File: config.mk
export PLATFORM = sky130hd
export DESIGN_NAME = sevenseg_scan_driver
export DESIGN_NICKNAME = d
export VERILOG_FILES = /design/src/rtl/sevenseg_pkg.sv /design/src/rtl/sevenseg_scan_timer.sv /design/src/rtl/sevenseg_scan_driver.sv
export SDC_FILE = /design/constraint.sdc
export NUM_CORES = 1
export LEC_CHECK = 0
export ABC_CLOCK_PERIOD_IN_PS = 3870
export BUFFER_PORTS_ARGS = -buffer_cell sky130_fd_sc_hd__buf_2
export CAP_MARGIN = 20
export CORE_MARGIN = 1.5
export CORE_UTILIZATION = 45
export DETAILED_ROUTE_END_ITERATION = 6
export PLACE_DENSITY = 0.66
export SLEW_MARGIN = 10
export SYNTH_ARGS = -nofsm -noshare
export SYNTH_HDL_FRONTEND = slang
export SYNTH_SLANG_ARGS = --single-unit
File: constraint.sdc
create_clock -name CLK -period 3.87 [get_ports CLK]
set_input_delay 0.5805 -clock CLK [delete_from_list [all_inputs] [get_ports CLK]]
set_output_delay 0.5805 -clock CLK [all_outputs]
set_load 0.005 [all_outputs]
File: src/rtl/sevenseg_pkg.sv
// Shared definitions for the bus-mapped seven-segment scan driver:
// register map, field positions and glyph decoding.
package sevenseg_pkg;

    localparam logic [7:0] DIG0_OFS = 8'd0;
    localparam logic [7:0] DIG1_OFS = 8'd1;
    localparam logic [7:0] DIG2_OFS = 8'd2;
    localparam logic [7:0] DIG3_OFS = 8'd3;
    localparam logic [7:0] CTRL_OFS = 8'd4;

    localparam logic [7:0] SEG_BLANK = 8'hFF;

    localparam int DP_BIT     = 4;
    localparam int BLANK_BIT  = 7;
    localparam int EN_BIT     = 0;
    localparam int SEG_DP_BIT = 7;

    typedef struct packed {
        logic       blank;
        logic       dp;
        logic [3:0] hex;
    } dig_reg_t;

    localparam dig_reg_t DIG_RESET = '{blank: 1'b1, dp: 1'b0, hex: 4'h0};

    // Active-low glyphs with the decimal point off; b and d are lowercase.
    function automatic logic [7:0] hex_to_seg(input logic [3:0] hex);
        logic [7:0] seg;
        case (hex)
            4'h0: seg = 8'hC0;
            4'h1: seg = 8'hF9;
            4'h2: seg = 8'hA4;
            4'h3: seg = 8'hB0;
            4'h4: seg = 8'h99;
            4'h5: seg = 8'h92;
            4'h6: seg = 8'h82;
            4'h7: seg = 8'hF8;
            4'h8: seg = 8'h80;
            4'h9: seg = 8'h90;
            4'hA: seg = 8'h88;
            4'hB: seg = 8'h83;
            4'hC: seg = 8'hC6;
            4'hD: seg = 8'hA1;
            4'hE: seg = 8'h86;
            default: seg = 8'h8E;
        endcase
        return seg;
    endfunction

    function automatic logic [7:0] digit_segments(input dig_reg_t r);
        logic [7:0] seg;
        seg = hex_to_seg(r.hex);
        seg[SEG_DP_BIT] = ~r.dp;
        if (r.blank) begin
            seg = SEG_BLANK;
        end
        return seg;
    endfunction

endpackage

File: src/rtl/sevenseg_scan_timer.sv
// Digit scan timing: per-digit prescaler, digit index and the anti-ghosting
// guard window during which every anode stays off.
module sevenseg_scan_timer #(
    parameter int DIV          = 100000,
    parameter int GUARD_CYCLES = 16
) (
    input  logic       clk,
    input  logic       RESET,
    input  logic       en,
    output logic [1:0] idx,
    output logic       lit
);

    localparam int CNT_W = (DIV > 1) ? $clog2(DIV) : 1;
    localparam int GRD_W = (GUARD_CYCLES > 0) ? $clog2(GUARD_CYCLES + 1) : 1;

    logic [CNT_W-1:0] cnt_q, cnt_d;
    logic [1:0]       idx_q, idx_d;
    logic [GRD_W-1:0] guard_q, guard_d;
    logic             tick;

    assign tick = (cnt_q == CNT_W'(DIV - 1));

    always_comb begin
        cnt_d   = cnt_q;
        idx_d   = idx_q;
        guard_d = guard_q;
        if (!en) begin
            // Disabled: park so that re-enabling starts at digit 0 with a full guard.
            cnt_d   = '0;
            idx_d   = 2'd0;
            guard_d = GRD_W'(GUARD_CYCLES);
        end else if (tick) begin
            cnt_d   = '0;
            idx_d   = idx_q + 2'd1;
            guard_d = GRD_W'(GUARD_CYCLES);
        end else begin
            cnt_d = cnt_q + CNT_W'(1);
            if (guard_q != '0) begin
                guard_d = guard_q - GRD_W'(1);
            end
        end
    end

    always_ff @(posedge clk) begin
        if (RESET) begin
            cnt_q   <= '0;
            idx_q   <= 2'd0;
            guard_q <= GRD_W'(GUARD_CYCLES);
        end else begin
            cnt_q   <= cnt_d;
            idx_q   <= idx_d;
            guard_q <= guard_d;
        end
    end

    assign idx = idx_q;
    assign lit = en && (guard_q == '0);

endmodule

File: src/rtl/sevenseg_scan_driver.sv
// Four-digit multiplexed seven-segment driver behind the 8-bit processor bus:
// write-only digit/control registers, glyph decode and registered pin outputs.
module sevenseg_scan_driver
    import sevenseg_pkg::*;
#(
    parameter logic [7:0] BASE_ADDR    = 8'hD0,
    parameter int         CLK_MHZ      = 100,
    parameter int         SCAN_KHZ     = 1,
    parameter int         GUARD_CYCLES = 16
) (
    input  logic       CLK,
    input  logic       RESET,
    input  logic       BUS_WE,
    input  logic [7:0] BUS_ADDR,
    input  logic [7:0] BUS_DATA,
    output logic [3:0] SEL,
    output logic [7:0] DIGIT
);

    localparam int DIV = CLK_MHZ * 1000 / SCAN_KHZ;

    logic [7:0] ofs;
    dig_reg_t   dig_regs [4];
    logic       en_q, en_d;
    logic [1:0] scan_idx;
    logic       scan_lit;
    logic [3:0] sel_q, sel_d;
    logic [7:0] digit_q, digit_d;
    logic [1:0] unused_bus_bits;

    assign ofs             = BUS_ADDR - BASE_ADDR;
    assign unused_bus_bits = BUS_DATA[6:5];

    genvar gi;
    generate
        for (gi = 0; gi < 4; gi++) begin : g_dig
            dig_reg_t dig_q, dig_d;

            always_comb begin
                dig_d = dig_q;
                if (BUS_WE && (ofs == DIG0_OFS + 8'(gi))) begin
                    dig_d.blank = BUS_DATA[BLANK_BIT];
                    dig_d.dp    = BUS_DATA[DP_BIT];
                    dig_d.hex   = BUS_DATA[3:0];
                end
            end

            always_ff @(posedge CLK) begin
                if (RESET) begin
                    dig_q <= DIG_RESET;
                end else begin
                    dig_q <= dig_d;
                end
            end

            assign dig_regs[gi] = dig_q;
        end
    endgenerate

    always_comb begin
        en_d = en_q;
        if (BUS_WE && (ofs == CTRL_OFS)) begin
            en_d = BUS_DATA[EN_BIT];
        end
    end

    sevenseg_scan_timer #(
        .DIV          (DIV),
        .GUARD_CYCLES (GUARD_CYCLES)
    ) u_timer (
        .clk   (CLK),
        .RESET (RESET),
        .en    (en_q),
        .idx   (scan_idx),
        .lit   (scan_lit)
    );

    // Output registers see the freshly written digit one edge after the write.
    always_comb begin
        sel_d   = 4'hF;
        digit_d = SEG_BLANK;
        if (scan_lit) begin
            sel_d   = ~(4'b0001 << scan_idx);
            digit_d = digit_segments(dig_regs[scan_idx]);
        end
    end

    always_ff @(posedge CLK) begin
        if (RESET) begin
            en_q    <= 1'b1;
            sel_q   <= 4'hF;
            digit_q <= SEG_BLANK;
        end else begin
            en_q    <= en_d;
            sel_q   <= sel_d;
            digit_q <= digit_d;
        end
    end

    assign SEL   = sel_q;
    assign DIGIT = digit_q;

endmodule

==> results of run 1 <==
state kept, by name, summed over array words and instances, names as in the netlist:
register / cells
u_timer.idx: 2
SEL: 4
dig_regs: 24
en_q: 1
DIGIT: 8
u_timer.guard_q: 5
u_timer.cnt_q: 17
placed cells by master, fill, tap and decap left out, drive strengths merged, types with 5 or more instances in the layout:
cell type	count
clkbuf	12
nor3	8
mux2i	27
buf	29
ha	13
xor2	5
nand4	6
o21ai	9
a21oi	10
and3	5
nand2b	21
nand2	20
or2	5
inv	10
mux4	6
dfxtp	61
nand3	9
xnor2	9
nor4	6
nor2	32
worst max-delay path by stage:
stage,startpoint,endpoint,slack (ns),cells past startpoint
after CTS,u_timer.idx[0],DIGIT[4],1.42,5
final,u_timer.idx[0],DIGIT[4],1.45,5
after detailed placement,u_timer.idx[0],DIGIT[4],1.44,5
after global routing,u_timer.idx[0],DIGIT[4],1.28,5
after floorplan,u_timer.idx[0],DIGIT[4],1.93,6
after global placement,u_timer.idx[0],DIGIT[4],1.50,5
cell families (layout without fill, tap and decap cells):
logic type                 Yosys count  after routing
AOI/OAI and AO/OA                   32             32
muxes                               34             34
and+or+nand+nor                    129            129
DFF                                 61             61
buffers and inverters               22             55
xor gates and xnor gates            14             14
adders and majority gates           13             13
layer usage:
layer  track usage  vias to the layer above
li1              -                     1124
met1         0.216                     1007
met2         0.264                       40
met3        0.0613                        7
met4        0.0596                        0
met5             0                        -
cell type report:
class                      instances  area [um2]
clock buffer                      12         145
tap                               77        96.3
sequential                        61        1220
timing repair buffer              29         148
clock inverter                     4        95.1
fill                             576        2990
multi-input combinational        222        1620
inverter                          10        37.5
power by group:
group	switching [mW]	internal, mW	total, mW	leakage (nW)
Combinational	0.0777	0.0633	0.141	0.602
Sequential	0.0193	0.657	0.677	0.494
Clock	0.232	0.445	0.677	0.121
worst max-delay path, delay by kind of cell (launching register included):
kind / cells / cell delay (ns)
simple gates: 1 / 0.08
fa+ha+maj: 1 / 0.30
compound gates: 1 / 0.13
mux: 2 / 0.97
flops: 1 / 0.81
metrics by stage:
step | instance area (um2) | hold WS (ns) | utilization | total power [mW] | worst slack, ns
3_5_place_dp | 3120 | 0.439 | 0.492 | 0.833 | 1.44
4_1_cts | 3360 | 0.452 | 0.529 | 1.51 | 1.42
5_1_grt | 3360 | 0.462 | 0.529 | 1.56 | 1.28
3_3_place_gp | 3120 | 0.431 | 0.492 | 0.827 | 1.50
6_report | 3360 | 0.450 | 0.529 | 1.49 | 1.45
2_1_floorplan | 2950 | 0.418 | - | 0.798 | 1.93
==> summary.md, run 1 <==
| Metric | Value |
|---|---|
| Worst hold path type | flop to flop |
| Hold Crit Start | u_timer.cnt_q[0] |
| P_leak | 1.22 nW |
| Seq/Total Area, Yosys | 0.414 |
| Mux share of post-synthesis cell area | 0.144 |
| Largest net degree at the start of global routing | 33 |
| Synth area leader | dfxtp_1 |
| DR WL met3 | around 180 um |
| Post-synth cell types | 45 |
| Placer Congestion | ~0.80 |
| Root Buffer Master | clkbuf_8 |
| CP endpoint kind | flop |
| Via-to-Cell Ratio | 5.25 |
| Vias in the first global route | 2,043 |
| Worst Hold Path EP | u_timer.cnt_q[0] |
| Required @ worst endpoint | ~4 ns |
| # IOs | 31 |
| Met2 WL | around 2.6 mm |
| Unrepaired setup endpoints after global routing | no |
| Mean post-synth cell area | ~9.7 um2 |
| Highest routed layer | met4 |
| CP Cell Sequence | mux4_2, ha_1, mux2_2, o21ai_1, nand2_1 |
| Top-count cell post-synth | dfxtp_1 |
| H-tree Lvls | 3 |
| DR vias | approximately 2,200 |
| Setup TNS | 0 ns |
| Max frequency | 414 MHz |
| Ys async rst share | 0 |
| Yosys reg bits | approximately 60 |
| Worst R2R End | DIGIT[4] |
| Max stage delay on crit path | ~0.81 ns |
| Initial DRC count | 61 |
| Pwr/cell area | between 400 and 500 nW/um2 |
| Post-synth top cells | 61 x dfxtp_1, 32 x nor2_1, 27 x mux2i_1, 21 x nand2b_1, 20 x nand2_1 |
| Final hold vios | 0 |
| First-pass iteration count of the detailed router | 4 |
| Grt ovf | 0 |
| CP arrival | ~2.6 ns |
| Post_cts resized | 0 |
| Worst Skew | about 0.0093 ns |
| Layout area overhead | 13.9% |
| Sink Count | 61 |
| Row count | 29 |
| Warnings from Yosys | 0 |
| Mapped Cells | approximately 310 |
| Final period utilization | 0.625 |
| CTS tree | done |
| IO Port Bufs | 28 |
| Nets | 365 |
| First-pass GRT wire length | between 9 and 10 mm |
| CTS buffer count | 9 |
| Post-CTS Hold Fix Bufs | 0 |
| Placed cell count | about 400 |
| XOR/XNOR share of the synthesized area | 0.0415 |
| Chip Width | ~84 um |
| Worst Hold Depth | 1 |
| Ant. Diodes | 0 |
| Core Region | roughly 6300 um2 |
| Layout cell share with drive strength beyond 1 | 0.154 |
| Synth Area in Compound Gates | 0.0665 |
| Starting density of the core | 0.465 |
| Initial antenna violation count | 0 |
| Setup bufs post-CTS | 0 |
| Period minus WS final | roughly 2.4 ns |
| Ys flop type | dfxtp_1 |
| Ranking of synthesized cells by area | dfxtp_1 41%, mux2i_1 9.2%, ha_1 5.5%, nand2b_1 4.4%, nor2_1 4.1% |
| Drt drc | 0 |
| Synth Area in Simple Gates | 0.242 |
| Post-DRT Antenna Nets | 0 |
| Total wire length | between 5 and 6 mm |
| Total GRT Usage | 0.169 |
| Non-Filler Instances | between 400 and 500 |
| Post-Syn Area | approximately 3000 um2 |
| Yosys top cell area share | 0.414 |
| Metal-1 WL | approximately 2.7 mm |
| Worst reg2reg path depth | 5 |
| Die H | 84.0 um |
| Worst R2R Start | u_timer.idx[0] |
| VDD IR-drop max | 289 uV |
| Status | finished, final reports clean |
| Die area | slightly above 7000 um2 |
| Slew headroom | 0.495 |
| Synthesized Nets | 337 |
| Slew Viols, Final | 0 |
| Max_cap viols | 0 |
| Synth Area in Adders | 0.0551 |
| Worst-Skew Late Latency | about 0.34 ns |
| Slew @ Worst Pin | roughly 0.76 ns |
| Post-DR wirelength/cell | between 10 and 15 um |
| # setup viols final | 0 |
| Clock transition at the registers of the reported paths | approximately 0.060 ns |
| CP Max Fanout | 14 |
| Post-DP HPWL | 3.86 mm |
| Largest family of logic cells by synthesized area | simple AND/OR/NAND/NOR gates |
| R2R setup slack | 1.45 ns |
| Clk buf depth | 2 |
| Crit path kind | flop to flop |
| Crit start category | flop |
| Post-synth EDFFs | 0 |
| Critical-path top delay cell | dfxtp_1 |
(Power assumes the default switching activity.)
==> inputs of run 2 (changes only) <==
--- a/config.mk
+++ b/config.mk
@@ -5,13 +5,13 @@
 export SDC_FILE = /design/constraint.sdc
 export NUM_CORES = 1
 export LEC_CHECK = 0
-export ABC_CLOCK_PERIOD_IN_PS = 3870
+export ABC_CLOCK_PERIOD_IN_PS = 2160
 export BUFFER_PORTS_ARGS = -buffer_cell sky130_fd_sc_hd__buf_2
 export CAP_MARGIN = 20
 export CORE_MARGIN = 1.5
 export CORE_UTILIZATION = 45
 export DETAILED_ROUTE_END_ITERATION = 6
-export PLACE_DENSITY = 0.66
+export PLACE_DENSITY = 0.68
 export SLEW_MARGIN = 10
 export SYNTH_ARGS = -nofsm -noshare
 export SYNTH_HDL_FRONTEND = slang
==> constraint.sdc (replaced) <==
create_clock -name CLK -period 2.16 [get_ports CLK]
set_input_delay 0.324 -clock CLK [delete_from_list [all_inputs] [get_ports CLK]]
set_output_delay 0.324 -clock CLK [all_outputs]
set_load 0.005 [all_outputs]
==> summary.md, run 2 (synthesis results as in run 1) <==
| Metric | Value |
|---|---|
| Root Buffer Master | clkbuf_8 |
| CTS tree | done |
| Starting density of the core | 0.465 |
| Buf+Inv Stages, Crit Path | 1 |
| CP arrival | between 2 and 2.5 ns |
| Die area | 7060 um2 |
| Initial antenna violation count | 0 |
| Nets | 377 |
| Sink Count | just over 60 |
| Crit path kind | flop to flop |
| Final hold vios | 0 |
| Pwr/cell area | 748 nW/um2 |
| # IOs | 31 |
| Clock Power Share | 0.429 |
| Crit path max-delay family | multiplexers |
| Clk buf depth | 2 |
| First-pass iteration count of the detailed router | 6 |
| Core Region | around 6300 um2 |
| Placed Area | around 3200 um2 |
| Post_cts resized | 0 |
| Period minus WS final | about 2.0 ns |
| Post-CTS Hold Fix Bufs | 0 |
| Sw frac | 0.247 |
| Power share of the combinational group | 0.100 |
| Required @ worst endpoint | 2.38 ns |
| Layout Utilization | 0.541 |
| Ant. Diodes | 0 |
| Setup TNS | 0 ns |
| CP Max Fanout | 10 |
| Worst reg2reg path depth | 6 |
| Placed cell count | a little over 400 |
| Clock transition at the registers of the reported paths | ~0.070 ns |
| VDD IR-drop max | between 500 and 600 uV |
| Die H | 84.0 um |
| IO Port Bufs | 28 |
| Post-DRT Antenna Nets | 0 |
| Register Area | between 1000 and 1500 um2 |
| Via-to-Cell Ratio | around 5.3 |
| Final period utilization | 0.930 |
| Final Instance Area | 3440 um2 |
| Status | finished, final reports clean |
| Seq pwr share | 0.472 |
| Row count | 29 |
| H-tree Lvls | 3 |
| Post-DR wirelength/cell | 13.0 um |
| Worst hold path type | input port to flop |
| CTS buffer count | 9 |
| Total GRT Usage | 0.174 |
| Unrepaired setup endpoints after global routing | no |
| Non-Filler Instances | around 430 |
| Drt drc | 0 |
| P_sw | around 640 uW |
| Layout cell share with drive strength beyond 1 | 0.189 |
| Max stage delay on crit path | between 0.5 and 0.6 ns |
| Most frequent cells in the layout | 61 x dfxtp_1, 32 x nor2_1, 28 x buf_2 |
| Worst-Skew Late Latency | 0.34 ns |
| Slew Viols, Final | 0 |
| Critical-path top delay cell | mux4_2 |
| P_leak | 1.26 nW |
| DR vias | about 2,200 |
| Max frequency | approximately 500 MHz |
| Number of cells on the critical path | 6 |
| Grt ovf | 0 |
| Internal Power | between 1.5 and 2 mW |
| Slew @ Worst Pin | roughly 0.51 ns |
| Placer Congestion | about 0.79 |
| Area of the multi-input gates | 1620 um2 |
| Largest register FFs | 24 |
| Setup bufs post-CTS | 0 |
| CP endpoint kind | flop |
| Initial DRC count | 96 |
| Chip Width | 84.0 um |
| Fillcell total | slightly below 600 |
| Worst Hold Depth | 2 |
| Most common cell after layout, fill and taps aside | dfxtp_1 |
| Total wire length | between 5 and 6 mm |
| Crit start category | flop |
| Vias in the first global route | around 2,100 |
| # setup viols final | 0 |
| First-pass GRT wire length | roughly 9.8 mm |
| Largest net degree at the start of global routing | 32 |
| Worst Skew | 0.00729 ns |
| CP Cell Sequence | buf_12, mux4_2, ha_1, or2_0, a21oi_1, o21ai_1 |
| Max_cap viols | 0 |
| Slew headroom | 0.660 |
| Layout area overhead | 16.4% |
| Post-DP HPWL | between 3 and 4 mm |
-- run 2: cell types whose count changed in the layout (fill, tap and decap cells not counted) --
cell and delta:
buf_4 +11, clkbuf_1 -2, clkinv_2 +2, clkinvlp_4 +2
buf_12 +1, bufinv_16 -1, clkbuf_8 -1
-- run 2: worst paths after layout --
check,start,end,slack (ns)
setup / recovery,u_timer.idx[0],DIGIT[3],0.15
hold / removal,BUS_DATA[7],dig_regs[23],0.23
setup reg to reg,u_timer.idx[0],DIGIT[3],0.15
hold reg to reg,u_timer.cnt_q[0],u_timer.cnt_q[0],0.46
-- run 2: layout make-up --
type	instances	area share
multi-input combinational	222	0.471
clock buffer	9	0.0360
tap	77	0.0280
inverter	10	0.0109
timing repair buffer	41	0.0728
clock inverter	7	0.0262
sequential	61	0.355
-- run 2: power groups by stage --
stage / registers, mW / clock network (mW) / logic (mW)
after floorplan: 1.23 / 0 / 0.200
after global placement: 1.24 / 0 / 0.249
after detailed placement: 1.24 / 0 / 0.259
after CTS: 1.21 / 1.13 / 0.260
after global routing: 1.22 / 1.18 / 0.299
final: 1.21 / 1.10 / 0.256
-- run 2: routing by layer --
layer	track usage	vias to the layer above	wire [um]
met1	0.235	1044	2860
met2	0.257	50	2370
met3	0.0485	9	218
met4	0.0805	0	110
met5	0	-	0
li1	-	1143	-
-- run 2: per-stage QoR --
step | power [mW] | setup WS, ns | hold WS, ns
3_5_place_dp | 1.50 | 0.180 | 0.448
2_1_floorplan | 1.43 | 0.221 | 0.418
4_1_cts | 2.60 | 0.163 | 0.215
6_report | 2.57 | 0.152 | 0.235
5_1_grt | 2.70 | 0.0472 | 0.223
3_3_place_gp | 1.49 | 0.185 | 0.433
-- run 2: worst reg2reg max path: cells and delay by family (launching register included) --
kind / cells / cell delay (ns)
compound gates: 2 / 0.23
fa+ha+maj: 1 / 0.30
buf+inv: 1 / 0.16
flops: 1 / 0.37
mux: 1 / 0.59
simple gates: 1 / 0.24
